===== src/rtl/fetch_unit_if.sv =====
// Fetch-stage bus bundle: synchronous instruction-memory port plus the
// valid/ready instruction channel towards decode.
interface fetch_unit_if #(
    parameter int ADDR_W  = 32,
    parameter int IMEM_AW = 6
);
    logic [IMEM_AW-1:0] imem_addr;
    logic               imem_en;
    logic [31:0]        imem_data;
    logic               inst_vld;
    logic               inst_rdy;
    logic [31:0]        inst;
    logic [ADDR_W-1:0]  inst_pc;

    modport master (
        output imem_addr, imem_en, inst_vld, inst, inst_pc,
        input  imem_data, inst_rdy
    );

    modport slave (
        input  imem_addr, imem_en, inst_vld, inst, inst_pc,
        output imem_data, inst_rdy
    );
endinterface


===== src/rtl/fetch_unit.sv =====
// Instruction-fetch stage: PC ownership, 1-cycle imem access, output register plus
// 1-entry skid buffer, redirect/interrupt squashing with EPC capture, debug stepping.
module fetch_unit #(
    parameter int          ADDR_W    = 32,
    parameter int          IMEM_AW   = 6,
    parameter logic [31:0] RESET_VEC = 32'h0000_0000,
    parameter logic [31:0] INT_VEC   = 32'h0000_0040
) (
    input  logic              clk,
    input  logic              rst,
    input  logic              debug_en,
    input  logic              debug_step,
    input  logic              int_en,
    input  logic              interrupter,
    input  logic              redirect_vld,
    input  logic [ADDR_W-1:0] redirect_pc,
    fetch_unit_if.master      bus,
    output logic              int_taken,
    output logic [ADDR_W-1:0] epc
);

    localparam logic [ADDR_W-1:0] RESET_PC = ADDR_W'(RESET_VEC);
    localparam logic [ADDR_W-1:0] INT_PC   = ADDR_W'(INT_VEC);

    logic [ADDR_W-1:0] pc_q, pc_d;
    logic              fetch_vld_q, fetch_vld_d;
    logic [ADDR_W-1:0] fetch_pc_q, fetch_pc_d;
    logic              out_vld_q, out_vld_d;
    logic [31:0]       out_inst_q, out_inst_d;
    logic [ADDR_W-1:0] out_pc_q, out_pc_d;
    logic              skid_vld_q, skid_vld_d;
    logic [31:0]       skid_inst_q, skid_inst_d;
    logic [ADDR_W-1:0] skid_pc_q, skid_pc_d;
    logic              int_pending_q, int_pending_d;
    logic              credit_q, credit_d;
    logic [2:0]        int_sync_q, int_sync_d;
    logic [2:0]        step_sync_q, step_sync_d;
    logic              int_taken_q, int_taken_d;
    logic [ADDR_W-1:0] epc_q, epc_d;

    logic take_int_s, flush_s, credit_ok_s, imem_en_s, out_free_s;
    logic int_edge_s, step_edge_s;

    // Next-state logic for PC, fetch tag, output/skid buffers, interrupt and step control
    always_comb begin
        // sync bits: [0] first stage, [1] second stage, [2] previous value for edge detect
        int_sync_d  = {int_sync_q[1:0], interrupter};
        step_sync_d = {step_sync_q[1:0], debug_step};
        int_edge_s  = int_sync_q[1] & ~int_sync_q[2];
        step_edge_s = step_sync_q[1] & ~step_sync_q[2];

        take_int_s = int_pending_q & int_en & ~redirect_vld;
        flush_s    = redirect_vld | take_int_s;
        if (debug_en) begin
            credit_ok_s = credit_q;
        end else begin
            credit_ok_s = 1'b1;
        end
        imem_en_s  = ~flush_s & credit_ok_s & ~skid_vld_q & ~(out_vld_q & ~bus.inst_rdy);
        out_free_s = ~out_vld_q | bus.inst_rdy;

        pc_d        = pc_q;
        fetch_vld_d = imem_en_s;
        fetch_pc_d  = fetch_pc_q;
        out_vld_d   = out_vld_q;
        out_inst_d  = out_inst_q;
        out_pc_d    = out_pc_q;
        skid_vld_d  = skid_vld_q;
        skid_inst_d = skid_inst_q;
        skid_pc_d   = skid_pc_q;
        epc_d       = epc_q;
        int_taken_d = take_int_s;

        if (redirect_vld) begin
            pc_d = redirect_pc;
        end else if (take_int_s) begin
            pc_d = INT_PC;
        end else if (imem_en_s) begin
            pc_d = pc_q + ADDR_W'(32'd4);
        end else begin
            pc_d = pc_q;
        end

        if (imem_en_s) begin
            fetch_pc_d = pc_q;
        end else begin
            fetch_pc_d = fetch_pc_q;
        end

        // The response of the previous cycle's fetch is dropped on a flush
        if (flush_s) begin
            out_vld_d  = 1'b0;
            skid_vld_d = 1'b0;
        end else if (out_free_s) begin
            if (skid_vld_q) begin
                out_vld_d   = 1'b1;
                out_inst_d  = skid_inst_q;
                out_pc_d    = skid_pc_q;
                skid_vld_d  = fetch_vld_q;
                skid_inst_d = bus.imem_data;
                skid_pc_d   = fetch_pc_q;
            end else if (fetch_vld_q) begin
                out_vld_d  = 1'b1;
                out_inst_d = bus.imem_data;
                out_pc_d   = fetch_pc_q;
            end else begin
                out_vld_d = 1'b0;
            end
        end else if (fetch_vld_q) begin
            skid_vld_d  = 1'b1;
            skid_inst_d = bus.imem_data;
            skid_pc_d   = fetch_pc_q;
        end else begin
            skid_vld_d = skid_vld_q;
        end

        // EPC is the oldest instruction decode has not yet taken
        if (take_int_s) begin
            if (out_vld_q && !bus.inst_rdy) begin
                epc_d = out_pc_q;
            end else if (skid_vld_q) begin
                epc_d = skid_pc_q;
            end else if (fetch_vld_q) begin
                epc_d = fetch_pc_q;
            end else begin
                epc_d = pc_q;
            end
        end else begin
            epc_d = epc_q;
        end

        if (take_int_s) begin
            int_pending_d = 1'b0;
        end else begin
            int_pending_d = int_pending_q | int_edge_s;
        end

        credit_d = step_edge_s | (credit_q & ~imem_en_s);
    end

    // State registers with asynchronous active-low reset
    always_ff @(posedge clk or negedge rst) begin
        if (!rst) begin
            pc_q          <= RESET_PC;
            fetch_vld_q   <= 1'b0;
            fetch_pc_q    <= '0;
            out_vld_q     <= 1'b0;
            out_inst_q    <= 32'h0000_0000;
            out_pc_q      <= '0;
            skid_vld_q    <= 1'b0;
            skid_inst_q   <= 32'h0000_0000;
            skid_pc_q     <= '0;
            int_pending_q <= 1'b0;
            credit_q      <= 1'b0;
            int_sync_q    <= 3'b000;
            step_sync_q   <= 3'b000;
            int_taken_q   <= 1'b0;
            epc_q         <= '0;
        end else begin
            pc_q          <= pc_d;
            fetch_vld_q   <= fetch_vld_d;
            fetch_pc_q    <= fetch_pc_d;
            out_vld_q     <= out_vld_d;
            out_inst_q    <= out_inst_d;
            out_pc_q      <= out_pc_d;
            skid_vld_q    <= skid_vld_d;
            skid_inst_q   <= skid_inst_d;
            skid_pc_q     <= skid_pc_d;
            int_pending_q <= int_pending_d;
            credit_q      <= credit_d;
            int_sync_q    <= int_sync_d;
            step_sync_q   <= step_sync_d;
            int_taken_q   <= int_taken_d;
            epc_q         <= epc_d;
        end
    end

    assign bus.imem_en   = imem_en_s;
    assign bus.imem_addr = pc_q[IMEM_AW+1:2];
    assign bus.inst_vld  = out_vld_q;
    assign bus.inst      = out_inst_q;
    assign bus.inst_pc   = out_pc_q;
    assign int_taken     = int_taken_q;
    assign epc           = epc_q;

endmodule


===== src/flat_wrapper.sv =====
// flat-port wrapper written by rule: the top's interface ports become plain ports
module fetch_unit_flat 
#(
    parameter int          ADDR_W    = 32,
    parameter int          IMEM_AW   = 6,
    parameter logic [31:0] RESET_VEC = 32'h0000_0000,
    parameter logic [31:0] INT_VEC   = 32'h0000_0040
)
  (clk, rst, debug_en, debug_step, int_en, interrupter, redirect_vld, redirect_pc, int_taken, epc, bus_imem_addr, bus_imem_en, bus_inst_vld, bus_inst, bus_inst_pc, bus_imem_data, bus_inst_rdy);
  fetch_unit_if #(.ADDR_W(ADDR_W), .IMEM_AW(IMEM_AW)) bus_i ();
  input  logic clk;
  input  logic rst;
  input  logic debug_en;
  input  logic debug_step;
  input  logic int_en;
  input  logic interrupter;
  input  logic redirect_vld;
  input  logic [ADDR_W-1:0] redirect_pc;
  output logic int_taken;
  output logic [ADDR_W-1:0] epc;
  output wire logic [$bits(bus_i.imem_addr)-1:0] bus_imem_addr;
  output wire logic [$bits(bus_i.imem_en)-1:0] bus_imem_en;
  output wire logic [$bits(bus_i.inst_vld)-1:0] bus_inst_vld;
  output wire logic [$bits(bus_i.inst)-1:0] bus_inst;
  output wire logic [$bits(bus_i.inst_pc)-1:0] bus_inst_pc;
  input wire logic [$bits(bus_i.imem_data)-1:0] bus_imem_data;
  input wire logic [$bits(bus_i.inst_rdy)-1:0] bus_inst_rdy;
  assign bus_imem_addr = bus_i.imem_addr;
  assign bus_imem_en = bus_i.imem_en;
  assign bus_inst_vld = bus_i.inst_vld;
  assign bus_inst = bus_i.inst;
  assign bus_inst_pc = bus_i.inst_pc;
  assign bus_i.imem_data = bus_imem_data;
  assign bus_i.inst_rdy = bus_inst_rdy;
  fetch_unit #(.ADDR_W(ADDR_W), .IMEM_AW(IMEM_AW), .RESET_VEC(RESET_VEC), .INT_VEC(INT_VEC)) u_core (.clk(clk), .rst(rst), .debug_en(debug_en), .debug_step(debug_step), .int_en(int_en), .interrupter(interrupter), .redirect_vld(redirect_vld), .redirect_pc(redirect_pc), .bus(bus_i), .int_taken(int_taken), .epc(epc));
endmodule

===== config.mk =====
export PLATFORM = sky130hd
export DESIGN_NAME = fetch_unit_flat
export DESIGN_NICKNAME = d
export VERILOG_FILES = /design/src/rtl/fetch_unit_if.sv /design/src/rtl/fetch_unit.sv /design/src/flat_wrapper.sv
export SDC_FILE = /design/constraint.sdc
export NUM_CORES = 1
export LEC_CHECK = 0
export CAP_MARGIN = 0
export CELL_PAD_IN_SITES_DETAIL_PLACEMENT = 0
export CELL_PAD_IN_SITES_GLOBAL_PLACEMENT = 1
export CORE_ASPECT_RATIO = 0.5
export CORE_MARGIN = 3
export CORE_UTILIZATION = 44
export CTS_BUF_LIST = sky130_fd_sc_hd__clkbuf_2
export CTS_CLUSTER_SIZE = 20
export DETAILED_ROUTE_END_ITERATION = 10
export PLACE_DENSITY = 0.87
export SETUP_SLACK_MARGIN = 0.3
export SYNTH_ARGS = -nofsm -noshare
export SYNTH_HDL_FRONTEND = slang
export SYNTH_SLANG_ARGS = --single-unit

===== constraint.sdc =====
create_clock -name clk -period 2.4 [get_ports clk]
set_clock_uncertainty 0.05 [all_clocks]
set_input_delay 0.24 -clock clk [delete_from_list [all_inputs] [get_ports clk]]
set_output_delay 0.24 -clock clk [all_outputs]
set_load 0.01 [all_outputs]

After elaboration in Yosys (flattened, before gate mapping)
Index checks and enable logic that the tools add are counted.
{"block": "op_classes", "n_addsub": 1, "eq_ne": 1, "mux": 24, "bitwise": 22, "reduce_logical": 9}
{"op": "$mux 32", "count": 14}
{"op": "$add 32x3->32 const B", "count": 1}
{"op": "$mux 1", "count": 10}
{"op": "$and 1x1->1", "count": 9}
{"op": "$not 1->1", "count": 9}
{"op": "$reduce_and 3->1", "count": 2}
{"op": "$reduce_bool 2->1", "count": 3}
{"op": "$reduce_bool 3->1", "count": 2}
{"op": "$or 1x1->1", "count": 4}
{"op": "$ne 2x1->1 const B", "count": 1}
{"op": "$logic_and 1x1->1", "count": 1}
{"op": "$logic_not 1->1", "count": 1}
{"block": "totals", "register_bits": 236, "in_bits": 72, "out_inout_bits": 105, "word_cells": 72}

Longest topological paths before layout
{"block": "depth", "depth_word": 10, "ltp_mapped": 7}

Least setup slack after synthesis
OpenSTA, ideal clock, no wires.
{"block": "synth_timing", "path_kind": "reg2reg", "from": "register u_core.out_vld_q, in the netlist u_core.bus.inst_vld", "to": "register u_core.skid_inst_q[0]", "setup_time_ns": 0.125, "arrival_time_ns": 1.746, "t_required_ns": 2.225, "setup_slack_ns": 0.479, "stages_incl_launch_ff": 7, "period_less_slack_ns": 1.921, "path_cell_list": "dfrtp_1 > nor2b_1 > clkbuf_1 > nand2_1 > a21oi_2 > buf_2 > mux2_2"}
{"block": "synth_between", "elab_chain_len": 4, "word_cells_on_any_way": 6}
{"item": "start, declared", "line_no": "fetch_unit.sv:28", "source": "logic out_vld_q, out_vld_d;"}
{"item": "start signal, assigned", "line_no": "fetch_unit.sv:163", "source": "out_vld_q <= out_vld_d;"}
{"item": "$not 1->1 (*)", "line_no": "fetch_unit.sv:60", "source": "out_free_s = ~out_vld_q | bus.inst_rdy;"}
{"item": "$or 1x1->1 (*)", "line_no": "fetch_unit.sv:60"}
{"item": "$ne 2x1->1 (no source line) / $reduce_bool 2->1 (equally long branches)"}
{"item": "$reduce_and 3->1 (no source line)"}
{"item": "end signal, assigned", "line_no": "fetch_unit.sv:167", "source": "skid_inst_q <= skid_inst_d;"}
{"item": "end, declared", "line_no": "fetch_unit.sv:32", "source": "logic [31:0] skid_inst_q, skid_inst_d;"}
Mark *: on every way between the ends. The rest lies on a longest branch, timed or not.
A chain may end at the register's enable or synchronous reset.

Worst setup path in the final report
{"block": "layout_timing", "from": "register u_core.int_pending_q", "to": "output port bus_imem_en"}
{"block": "layout_between", "elab_chain_len": 7}
{"item": "start, declared", "line_no": "fetch_unit.sv:34", "source": "logic int_pending_q, int_pending_d;"}
{"item": "start signal, assigned", "line_no": "fetch_unit.sv:169", "source": "int_pending_q <= int_pending_d;"}
{"item": "$and 1x1->1 (2 in a row)", "line_no": "fetch_unit.sv:52", "source": "take_int_s = int_pending_q & int_en & ~redirect_vld;"}
{"item": "$or 1x1->1", "line_no": "fetch_unit.sv:53", "source": "flush_s = redirect_vld | take_int_s;"}
{"item": "$not 1->1 (no source line)"}
{"item": "$and 1x1->1 (3 in a row)", "line_no": "fetch_unit.sv:59", "source": "imem_en_s = ~flush_s & credit_ok_s & ~skid_vld_q & ~(out_vld_q & ~bus.inst_rdy);"}
{"item": "end, declared", "line_no": "flat_wrapper.sv:22", "source": "output wire logic [$bits(bus_i.imem_en)-1:0] bus_imem_en;"}
Every way passes these cells.

==> metrics.md <==
| Metric | Value |
|---|---|
| # IOs | `177` |
| Skew-Pair Late Insertion Delay | `0.84 ns` |
| Root Buffer | `clkbuf_2` |
| Crit Path Max Fanout | `4` |
| Total GRT Usage | `22.17%` |
| Commonest cells in the netlist | `dfrtp_1 (236), nand2_1 (134), mux2_2 (96), mux2i_1 (96), nor2_1 (80)` |
| CP arrival | `1.82 ns` |
| Fillers | `2,025` |
| Tmin final | `2.109 ns` |
| Die height | `117.5 µm` |
| Initial DRC count | `396` |
| Final Instance Area | `14,760 µm²` |
| Worst hold path startpoint | `redirect_pc[9]` |
| Most frequent cell after synthesis | `dfrtp_1` |
| Clock sink count | `236` |
| Drt via density | `5.382` |
| Vias in the first global route | `9,465` |
| Largest net degree at the start of global routing | `83` |
| Rows | `40` |
| Vias | `9,090` |
| Power per Cell Area | `830.6 nW/µm²` |
| Post-synth EDFFs | `0` |
| DRC | `0` |
| Final setup vio count | `0` |
| Worst hold margin | `0.1260 ns` |
| Status | `complete, no violations` |
| GRT overflow | `0` |
| Crit Path Class | `register to output port` |
| Setup_tns | `0 ns` |
| Yosys top cell area share | `54.02%` |
| Post-DP Area | `13,370 µm²` |
| #FFs+latches synth | `236` |
| Crit path launch type | `register` |
| Headroom to the max-slew limit | `63.18%` |
| Area leader, netlist | `dfrtp_1` |
| Crit. Startpoint | `u_core.int_pending_q` |
| Seq/Total Area, Yosys | `54.02%` |
| Initial Utilization | `45.13%` |
| Worst Path Required | `2.11 ns` |
| Gp weighted congestion | `0.8181` |
| Post-route antenna net violation count | `0` |
| Total Power | `12.26 mW` |
| First drt pass iteration count | `5` |
| Post-synthesis async set-or-reset flop share | `100.0%` |
| Final hold violation count | `0` |
| Clk buf depth | `3` |
| Worst vdd ir | `0.5499 mV` |
| Drt total wl | `29.92 mm` |
| CTS tree | `done` |
| Port Buffer Count | `176` |
| Share of cells above drive strength 1 | `21.89%` |
| Avg Cell Area, Syn | `10.67 µm²` |
| Hold crit path type | `input port to register` |
| First-pass GRT wire length | `48.89 mm` |
| Final net count | `1,387` |
| Initial antenna violation count | `1` |
| Tightest Pin Transition | `0.5472 ns` |
| RR Startpoint | `u_core.pc_q[2]` |
| Cell Area, Synth | `10,930 µm²` |
| Final Max Slew Viols | `0` |
| Worst-path clk slew | `0.13 ns` |
| Post-DP HPWL | `19.55 mm` |
| MaxCap Viol Count | `0` |
| Synth cell types | `58` |
| Lkg Pwr | `6.950 nW` |
| Unrepaired setup endpoints after global routing | `yes` |
| Core ar. | `24,220 µm²` |
| Wirelength per Cell | `17.71 µm` |
| Ys Warns | `0` |
| Cts bufs inserted | `52` |
| Depth of the CTS H-tree | `2` |
| Crit. End Element | `output port` |
| Die ar. | `26,890 µm²` |
| Cells after Synth | `1,025` |
| Width of the chip | `228.9 µm` |
| Area delta synth->final | `35.01%` |
| Max Fclk | `474.2 MHz` |
| Ys flop type | `dfrtp_1` |
| Fin crit share | `87.87%` |
| Area contributors post-synth | `dfrtp_1 (54%), mux2_2 (9.9%), mux2i_1 (8.8%), nand2_1 (4.6%), o21ai_0 (3.5%)` |
| Net Count, Synth | `1,098` |
[sequential cells by signal, indices dropped and copies added, names as in the netlist]
register and cells:
u_core.bus.inst 32, u_core.bus.inst_pc 32, u_core.bus.inst_vld 1, u_core.credit_q 1
u_core.epc 32, u_core.fetch_pc_q 32, u_core.fetch_vld_q 1, u_core.int_pending_q 1
u_core.int_sync_q 3, u_core.int_taken 1, u_core.pc_q 32, u_core.skid_inst_q 32
u_core.skid_pc_q 32, u_core.skid_vld_q 1, u_core.step_sync_q 3
[logic make-up (layout without fill, tap and decap cells)]
kind of cell	after synthesis	count (layout)	share of synthesized area, %
xor gates and xnor gates	1	1	0.08012
adders and majority gates	1	1	0.1144
and+or+nand+nor	284	284	11.33
DFF	236	236	54.02
buffers and inverters	86	413	3.387
AOI/OAI and AO/OA	225	225	12.39
muxes	192	192	18.68
other	0	1	0
[stage by stage]
stage	instances	setup WS, ns	util (%)
final	1689	0.2912	60.93
after global routing	1689	0.1765	60.93
after CTS	1684	0.1787	60.11
after detailed placement	1512	0.1874	55.20
after global placement	1512	0.2633	55.20
after floorplan	1025	0.4789	-
[path summary, 6_finish.rpt]
kind                            depth (start not counted)                    to  slack [ns]
min in group asynchronous                               3        u_core.epc[17]        0.45
worst min-delay path                                    3        u_core.pc_q[9]        0.13
worst min register to register                          0  u_core.int_sync_q[1]        0.30
max in group asynchronous                               4       u_core.pc_q[12]        1.09
worst max register to register                          5       u_core.pc_q[23]        0.36
worst max-delay path                                    3           bus_imem_en        0.29
[final cells by class]
class / count / area, µm² / share of cell area (%)
inverters: 6 / 22.52 / 0.1526
clock inverters: 11 / 97.59 / 0.6612
well taps: 336 / 420.4 / 2.848
diodes: 1 / 2.502 / 0.01695
flip-flops and latches: 236 / 5918 / 40.09
multi-input cells: 703 / 4785 / 32.42
clock buffers: 81 / 405.4 / 2.746
repair buffers: 315 / 3109 / 21.06
[layer usage]
metal  track usage (%)  routed length [µm]  share of wire, %  vias to the layer above
li1                  -                   -                 -                     4281
met1             27.87               12810                43                     4515
met2             37.89               14870                50                      244
met3             4.618                1494               5.0                       50
met4             8.451                 747               2.5                        0
met5                 0                   0                 0                        -
[layout by cell type, fill, tap and decap left out, types with 5 or more instances in the layout]
| cell | n |
|---|---|
| dfrtp_2 | 7 |
| nand2_1 | 134 |
| dlymetal6s2s_1 | 28 |
| nor2_1 | 79 |
| o21ai_0 | 77 |
| dlygate4sd3_1 | 63 |
| a21oi_1 | 57 |
| a31oi_1 | 36 |
| clkinv_1 | 8 |
| clkbuf_2 | 82 |
| mux2i_1 | 96 |
| buf_12 | 12 |
| nand3_1 | 11 |
| clkdlybuf4s50_1 | 74 |
| nand4_1 | 10 |
| dlygate4sd2_1 | 69 |
| buf_4 | 61 |
| o31ai_1 | 8 |
| mux2_2 | 96 |
| inv_1 | 5 |
| and3_1 | 7 |
| nor3_1 | 8 |
| dfrtp_1 | 228 |
[where the power goes]
| part | switching (mW) | total [mW] | internal (mW) |
|---|---|---|---|
| registers | 0.775 | 5.83 | 5.05 |
| clock network | 1.58 | 2.68 | 1.10 |
| logic | 1.75 | 3.75 | 2.00 |
[critical path, cell delays in order (launching register included)]
cell and delay, ns:
dfrtp_2 0.44, a21o_4 0.24, nor2_4 0.18, buf_6 0.13
[repair_timing]
item	4_1_cts	5_1_grt
cloned	0	0
endpoints found under the setup margin	80	65
hold endpoints to repair	328	0
resized for setup	83	53
hold buffers	63	0
pin swaps	1	5
buffers inserted	17	4
(Power assumes the default switching activity.)
